$ cat src/rtl/sm_clk_ctrl.sv
// sm_clk_ctrl: programmable glitch-free clock divider with stop/run/single-step/burst modes
// and a debounced step button; clkEn strobes with every clkOut rising edge.
module sm_clk_ctrl #(
  parameter int CNT_W   = 32,
  parameter int SHIFT   = 16,
  parameter int DIV_W   = 4,
  parameter int DEB_LEN = 8,
  parameter int BURST_W = 8
) (
  input  logic               clkIn,
  input  logic               rst,
  input  logic [DIV_W-1:0]   devide,
  input  logic               enable,
  input  logic [1:0]         mode,
  input  logic               stepBtn,
  input  logic [BURST_W-1:0] burstLen,
  output logic               clkOut,
  output logic               clkEn,
  output logic               busy,
  output logic [31:0]        tickCnt
);
  localparam logic [1:0] S_IDLE = 2'd0, S_RUN = 2'd1, S_STEP = 2'd2, S_BURST = 2'd3;
  localparam logic [1:0] M_RUN = 2'd1, M_STEP = 2'd2, M_BURST = 2'd3;
  localparam logic [31:0] DMAX = 32'(CNT_W - SHIFT - 1);
  localparam int DW = $clog2(DEB_LEN + 1);

  logic [CNT_W-1:0]   cntr_q, cntr_d, mask, mask_n, low;
  logic [DIV_W-1:0]   div_q, div_n;
  logic [1:0]         st_q, st_d;
  logic [BURST_W-1:0] rem_q, rem_d;
  logic [31:0]        tick_q;
  logic               clk_q, en_q, pend_q;
  logic               s1_q, s2_q, lvl_q, edge_q;
  logic [DW-1:0]      dcnt_q;
  logic               bnd, half, issue, ev, acc;

  assign div_n  = (32'(devide) > DMAX) ? DIV_W'(DMAX) : devide;
  assign mask   = ~({CNT_W{1'b1}} << (SHIFT + 32'(div_q)));
  assign mask_n = ~({CNT_W{1'b1}} << (SHIFT + 32'(div_n)));
  assign low    = cntr_q & mask;
  assign bnd    = enable && (low == mask);
  assign half   = low == (mask >> 1);
  // Realign at a boundary so a larger ratio always starts with a full period
  assign cntr_d = bnd ? ((cntr_q + 1'b1) & ~mask_n) : cntr_q + 1'b1;
  assign ev     = edge_q | pend_q;
  assign acc    = (s2_q != lvl_q) && (dcnt_q == DW'(DEB_LEN - 1));

  always_comb begin
    st_d  = st_q;
    rem_d = rem_q;
    issue = 1'b0;
    if (enable)
      case (st_q)
        S_IDLE: begin
          if (mode == M_RUN) st_d = S_RUN;
          else if (mode == M_STEP && ev) st_d = S_STEP;
          else if (mode == M_BURST && ev && burstLen != '0) begin
            st_d  = S_BURST;
            rem_d = burstLen;
          end
        end
        S_RUN: begin
          issue = bnd && mode == M_RUN;
          st_d  = (bnd && mode != M_RUN) ? S_IDLE : S_RUN;
        end
        S_STEP: begin
          issue = bnd && mode == M_STEP;
          st_d  = (mode != M_STEP || bnd) ? S_IDLE : S_STEP;
        end
        default: begin
          issue = bnd && mode == M_BURST;
          rem_d = (mode != M_BURST) ? '0 : issue ? rem_q - 1'b1 : rem_q;
          st_d  = (mode != M_BURST || (issue && rem_q == 1)) ? S_IDLE : S_BURST;
        end
      endcase
  end

  always_ff @(posedge clkIn or posedge rst) begin
    if (rst) begin
      cntr_q <= '0;
      div_q  <= '0;
      st_q   <= S_IDLE;
      rem_q  <= '0;
      tick_q <= '0;
      clk_q  <= 1'b0;
      en_q   <= 1'b0;
      pend_q <= 1'b0;
      s1_q   <= 1'b0;
      s2_q   <= 1'b0;
      lvl_q  <= 1'b0;
      edge_q <= 1'b0;
      dcnt_q <= '0;
    end else begin
      s1_q   <= stepBtn;
      s2_q   <= s1_q;
      dcnt_q <= (s2_q == lvl_q || acc) ? '0 : dcnt_q + 1'b1;
      lvl_q  <= acc ? s2_q : lvl_q;
      edge_q <= acc && s2_q;
      pend_q <= enable ? 1'b0 : (pend_q | edge_q);
      en_q   <= issue;
      if (enable) begin
        cntr_q <= cntr_d;
        div_q  <= bnd ? div_n : div_q;
        st_q   <= st_d;
        rem_q  <= rem_d;
        tick_q <= tick_q + 32'(issue);
        clk_q  <= issue ? 1'b1 : half ? 1'b0 : clk_q;
      end
    end
  end

  assign clkOut  = clk_q;
  assign clkEn   = en_q && enable;
  assign busy    = (st_q == S_STEP) || (st_q == S_BURST);
  assign tickCnt = tick_q;
endmodule

$ cat config.mk
export PLATFORM = sky130hd
export DESIGN_NAME = sm_clk_ctrl
export DESIGN_NICKNAME = d
export VERILOG_FILES = /design/src/rtl/sm_clk_ctrl.sv
export SDC_FILE = /design/constraint.sdc
export NUM_CORES = 1
export LEC_CHECK = 0
export CAP_MARGIN = 20
export CORE_MARGIN = 5
export CORE_UTILIZATION = 50
export DETAILED_ROUTE_END_ITERATION = 8
export PLACE_DENSITY_LB_ADDON = 0.05
export SYNTH_ARGS = -nofsm -noshare
export SYNTH_HDL_FRONTEND = slang
export SYNTH_SLANG_ARGS = --single-unit
$ cat constraint.sdc
create_clock -name clkIn -period 5.7 [get_ports clkIn]
set_clock_uncertainty 0.05 [all_clocks]
set_input_delay 1.14 -clock clkIn [delete_from_list [all_inputs] [get_ports clkIn]]
set_output_delay 1.14 -clock clkIn [all_outputs]
set_load 0.02 [all_outputs]
After elaboration in Yosys (flattened, before gate mapping) --
Cells that the tools add are included.
Word-level totals: logic and storage cells 92, flip-flop bits (word level) 89
Cells by class: bitwise logic cells 7, shift-type cells 2, multiplexer cells 20, equal/unequal tests 19, reduce and logical (&&, ||, !) cells 25, add/sub/neg operators 6
Operator list (number):
- inverter 32 bit | 3
- AND 32 bit | 2
- << shifter 32 x 6 -> 32 bit, first input constant | 2
- 2-to-1 mux 8 bit | 5
- adder 32 x 1 -> 32 bit | 1
- adder 32 x 1 -> 32 bit, second input constant | 1
- == test 32 x 31 -> 1 bit | 1
- == test 32 bit | 1
- 2-to-1 mux 32 bit | 1
- one-hot mux 8 bit (2 select lines) | 1
- adder 5 x 4 -> 6 bit, first input constant | 2
- logical AND 1 bit | 12
- 2-to-1 mux 2 bit | 5
- inequality test 2 bit, second input constant | 5
- == test 2 bit, second input constant | 4
- == test 8 x 1 -> 1 bit, second input constant | 1
- nonzero test 8 bit | 1
- subtractor 8 x 1 -> 8 bit, second input constant | 1
- one-hot mux 2 bit (3 select lines) | 1
- AND reduction 2 bit | 3
- AND reduction 6 bit | 1
- 2-to-1 mux 1 bit | 5
- adder 4 x 1 -> 4 bit, second input constant | 1
- == test 2 x 1 -> 1 bit, second input constant | 2
- other kinds (14) | 17

Depth between registers and ports, before layout --
depth in word-level cells 11, depth in mapped cells 15

Worst setup path before layout --
OpenSTA, ideal clock, no wires.
path type input port to flip-flop, start input enable, end register tick_q[20] (netlist: tickCnt[20]), setup slack 1.175 ns, data required time 5.521 ns, setup time 0.129 ns, stages on the path 15, data arrival time 4.345 ns, cell sequence buf_2 > nand4_2 > or4_4 > or4_1 > or3_4 > buf_6 > nor2_1 > ha_1 > ha_1 > and3_1 > and3_1 > clkbuf_1 > and3_1 > nand4_1 > xnor2_1
On the way: word-level cells in the longest chain between the ends 5
Ends and longest elaborated chain:
- start: declaration | line 13 | input logic enable,
- logical AND 1 bit | line 41 | assign bnd = enable && (low == mask);
- logical AND 1 bit (on tied branches) | line 71, 63, 67
- one-hot mux 1 bit (3 select lines) | line 53 | case (st_q)
- 2-to-1 mux 1 bit * | line 52 | if (enable)
- via issue | line 35 | logic bnd, half, issue, ev, acc;
- adder 32 x 1 -> 32 bit * | line 106 | tick_q <= tick_q + 32'(issue);
- end signal: assignment | line 106
- end: declaration | line 31 | logic [31:0] tick_q;
Mark *: on every way through the listed nets, which the timed path passes. The rest lies on a longest branch. A chain may end at the register's enable or synchronous reset.

Final worst setup path --
Ends and elaborated chain as after synthesis.

==> impl.org <==
** Status
- The run finished with clean final reports.

** Timing
- Total negative slack for setup checks :: 0 ns
- The final hold violation count came to 0.
- Relative slew slack :: 51.4%
- Setup violations remaining at the end of the flow were counted as 0.
- The max-slew violation count was 0.
- Time the final worst path needs with I/O delays and setup :: 4.73 ns
- Static timing analysis puts the maximum clock frequency at 211 MHz.
- At the pin with the least slew margin, the transition time is 0.730 ns.
- Setup repair after global routing left no endpoint under its margin.
- Post-route clock period utilization :: 83.0%

** Die
- Number of placement rows :: 36
- Die area :: 12,200 um2
- Initial core utilization :: 51.5%
- Total I/O pin count :: 53
- Die Y-Extent :: 111 um
- Measured along the x axis, the die boundary spans 111 um.
- Core Region :: 9820 um2

** CTS
- Clock-pin slew was measured on the worst setup and hold paths at 0.10 ns.
- Cell chosen for the clock root :: clkbuf_8
- Maximum buffer depth of the clock tree :: 2
- CTS tree :: built
- At the later pin of the worst-skew pair, clock insertion delay measures 0.35 ns.
- The clock net in this run drives a total of 88 sinks.
- H-tree depth :: 3
- Number of gates given a new drive strength after cts :: 0
- Total CTS buffers :: 9
- In this run the post-CTS setup repair buffer count came out at 0.
- After clock tree synthesis, the flow added hold-fix buffers numbering 0.

** GRT
- Global-route total usage across every layer :: 19.5%
- Via count of the first global-routing pass :: 4,156
- Number of antenna violations at the first check in global routing :: 0
- First-pass GRT wire length :: 20,000 um
- GRT Residual Overflow :: 0
- Entering global routing, the biggest net connects 55 pins.

** Placed design
- Routability-driven placement finished with a final weighted congestion of 0.918.
- In this run, placement finished with an instance count of 702.
- Count of input and output buffers :: 52
- Detailed Place HPWL :: 8380 um

** Detailed routing
- For this run, design rule violations remaining after detail routing come to 0.
- Using the TritonRoute via totals, the vias-per-cell ratio works out to 5.76.
- Total wire length :: 11,900 um
- DR iter-0 viols :: 265
- The first detailed-routing pass took 6 iterations.
- The count of nets left with antenna violations once routing finished came out at 0.
- WL per Instance :: 16.5 um
- Count of vias placed by the detailed router :: 4,145

** Critical path
- Top fanout value on the critical path :: 14
- Type of destination of the critical path :: flip-flop
- Data arrives at the worst endpoint at 4.93 ns.
- Critical path startpoint category :: input port
- The critical path is of the input port to flip-flop type.
- At the worst endpoint, the required time is 5.90 ns.

** Logic synthesis
- For this run, the register share of the synthesized area comes to 43.5%.
- Distinct cell type count after synthesis :: 69
- The most used flip-flop cell after synthesis is dfrtp_1.
- Total standard cell area after synthesis :: 5060 um2
- Of all flip-flops after synthesis, the portion carrying an async set or reset was 100%.
- The synthesized design devotes to its leading area cell type 43.5% of total area.
- A synthesized cell averages 9.33 um2.
- Yosys printed 0 warnings.
- Counting flops with a built-in enable in the synthesized netlist gives 0.
- Leading post-synthesis cells by cell area :: dfrtp_1 (44%), xnor2_1 (7.3%), nand2_1 (4.1%), xor2_1 (3.3%), nor2_1 (3.2%)
- Counting every instance in the synthesized netlist gives 542.
- The number of nets in the synthesized netlist is 570.
- The biggest area contributor in the post-synthesis netlist is dfrtp_1.
- Synthesis inferred 88 register bits.

** Final layout
- The repair_antennas step left the layout with diodes totalling 0.
- Layout Cells excl Fill :: 719
- Ratio of cells with drive above 1 in the final layout :: 8.19%
- The final layout contains 609 nets.
- The library cell used most frequently in the layout, excluding fill and tap cells, is dfrtp_1.
- Most used cells in the layout excluding fill and tap cells :: dfrtp_1 (88), nand2_1 (55), clkdlybuf4s50_1 (52)
- Post-synthesis to final-layout area growth :: 16.1%

** Power and ir drop
- Cell Int Power :: 1.09 mW
- Dividing total power by cell area gives a power density of 279 nW/um2.
- Post-layout power :: 1.64 mW
- Per report_power, the combinational group accounts for 25.6% of the total.
- Of the total power, the clock network draws 27.6%.
- Total leakage power :: 2.54 nW
- Sequential share of power :: 46.8%
- Of the total power, the share spent switching nets is 33.4%.
- VDD sags by at most 126 uV.
- In this run the power spent charging and discharging nets is 0.547 mW.

** Job
- Number of max-cap violations :: 0

** Min path
- Classification of the worst-slack hold path :: flip-flop to flip-flop
==> synth_stat cells (all sizes together), types with 3 or more instances <==
cell,count
a21o,4
a21oi,23
a221oi,3
and2,4
and3,11
and4,7
buf,4
clkbuf,24
dfrtp,88
ha,10
inv,21
mux2,6
nand2,55
nand2b,11
nand3,19
nand4,22
nor2,43
nor2b,9
nor3,14
nor4,3
o211ai,8
o21ai,21
o22ai,3
o31ai,4
or2,6
or3,9
or4,4
xnor2,42
xor2,19
==> metal layers <==
| metal | up-vias | global-route usage [%] | wire [um] |
|---|---|---|---|
| met4 | 0 | 6.73 | 172 |
| li1 | 1997 | - | - |
| met1 | 2029 | 27.1 | 5690 |
| met3 | 15 | 3.01 | 464 |
| met5 | - | 0 | 0 |
| met2 | 104 | 31.3 | 5530 |
==> power groups by stage <==
stage | clock (mW) | combinational (mW) | sequential (mW)
2_1_floorplan | 0 | 0.323 | 0.759
3_3_place_gp | 0 | 0.406 | 0.773
3_5_place_dp | 0 | 0.414 | 0.778
4_1_cts | 0.463 | 0.418 | 0.765
5_1_grt | 0.489 | 0.473 | 0.777
6_report | 0.452 | 0.419 | 0.766
==> cell families (layout without fill, tap and decap cells) <==
group           after synthesis  count (layout)  share of synthesized area, %
compound gates              103             103                          14.5
xor+xnor                     61              61                          10.6
fa+ha+maj                    10              10                          2.47
buf+inv                      49              93                          3.88
flops                        88              88                          43.5
mux                           6               6                          1.34
simple gates                225             225                          23.7
==> state kept, by name, summed over array words and instances, names as in the netlist <==
name	flops
rem_q	8
cntr_q	31
s1_q	1
clkOut	1
pend_q	1
dcnt_q	4
en_q	1
lvl_q	1
tickCnt	32
edge_q	1
div_q	4
st_q	2
s2_q	1
==> layout make-up <==
cell class	instances	area, um2
clock inverter	6	75.1
tap	133	166
timing repair buffer	56	563
inverter	21	80.1
fill	884	3950
sequential	88	2200
multi-input combinational	405	2660
clock buffer	10	128
==> worst max-delay path, stage by stage <==
cell             delay, ns
clkdlybuf4s50_1       0.53
nand4_2               0.15
or4_4                 0.55
or4_1                 0.42
or3_4                 0.44
nor2_1                0.21
ha_1                  0.23
ha_1                  0.20
and3_1                0.27
and3_1                0.29
and3_1                0.23
nand4_1               0.12
xnor2_1               0.14
==> per-stage QoR <==
stage	util [%]	instance area, um2	setup WS (ns)	hold WS (ns)
after detailed placement	57.5	5650	0.602	0.289
after global routing	59.8	5870	0.776	0.336
after global placement	57.5	5650	0.680	0.286
final	59.8	5870	0.969	0.314
after CTS	59.6	5850	0.988	0.322
after floorplan	-	5060	1.18	0.281
==> final timing paths <==
path	from	slack, ns	to	depth (start not counted)
hold reg to reg	s1_q$_DFF_PP0_	0.31	s2_q$_DFF_PP0_	0
setup reg to reg	cntr_q[1]$_DFFE_PP0P_	1.67	tickCnt[20]$_DFFE_PP0P_	13
hold / removal	s1_q$_DFF_PP0_	0.31	s2_q$_DFF_PP0_	0
max in group asynchronous	rst	3.53	tickCnt[30]$_DFFE_PP0P_	4
setup / recovery	enable	0.97	tickCnt[20]$_DFFE_PP0P_	13
min in group asynchronous	rst	1.06	dcnt_q[0]$_DFF_PP0_	2
Note: power is estimated with default switching activity, not from simulation.
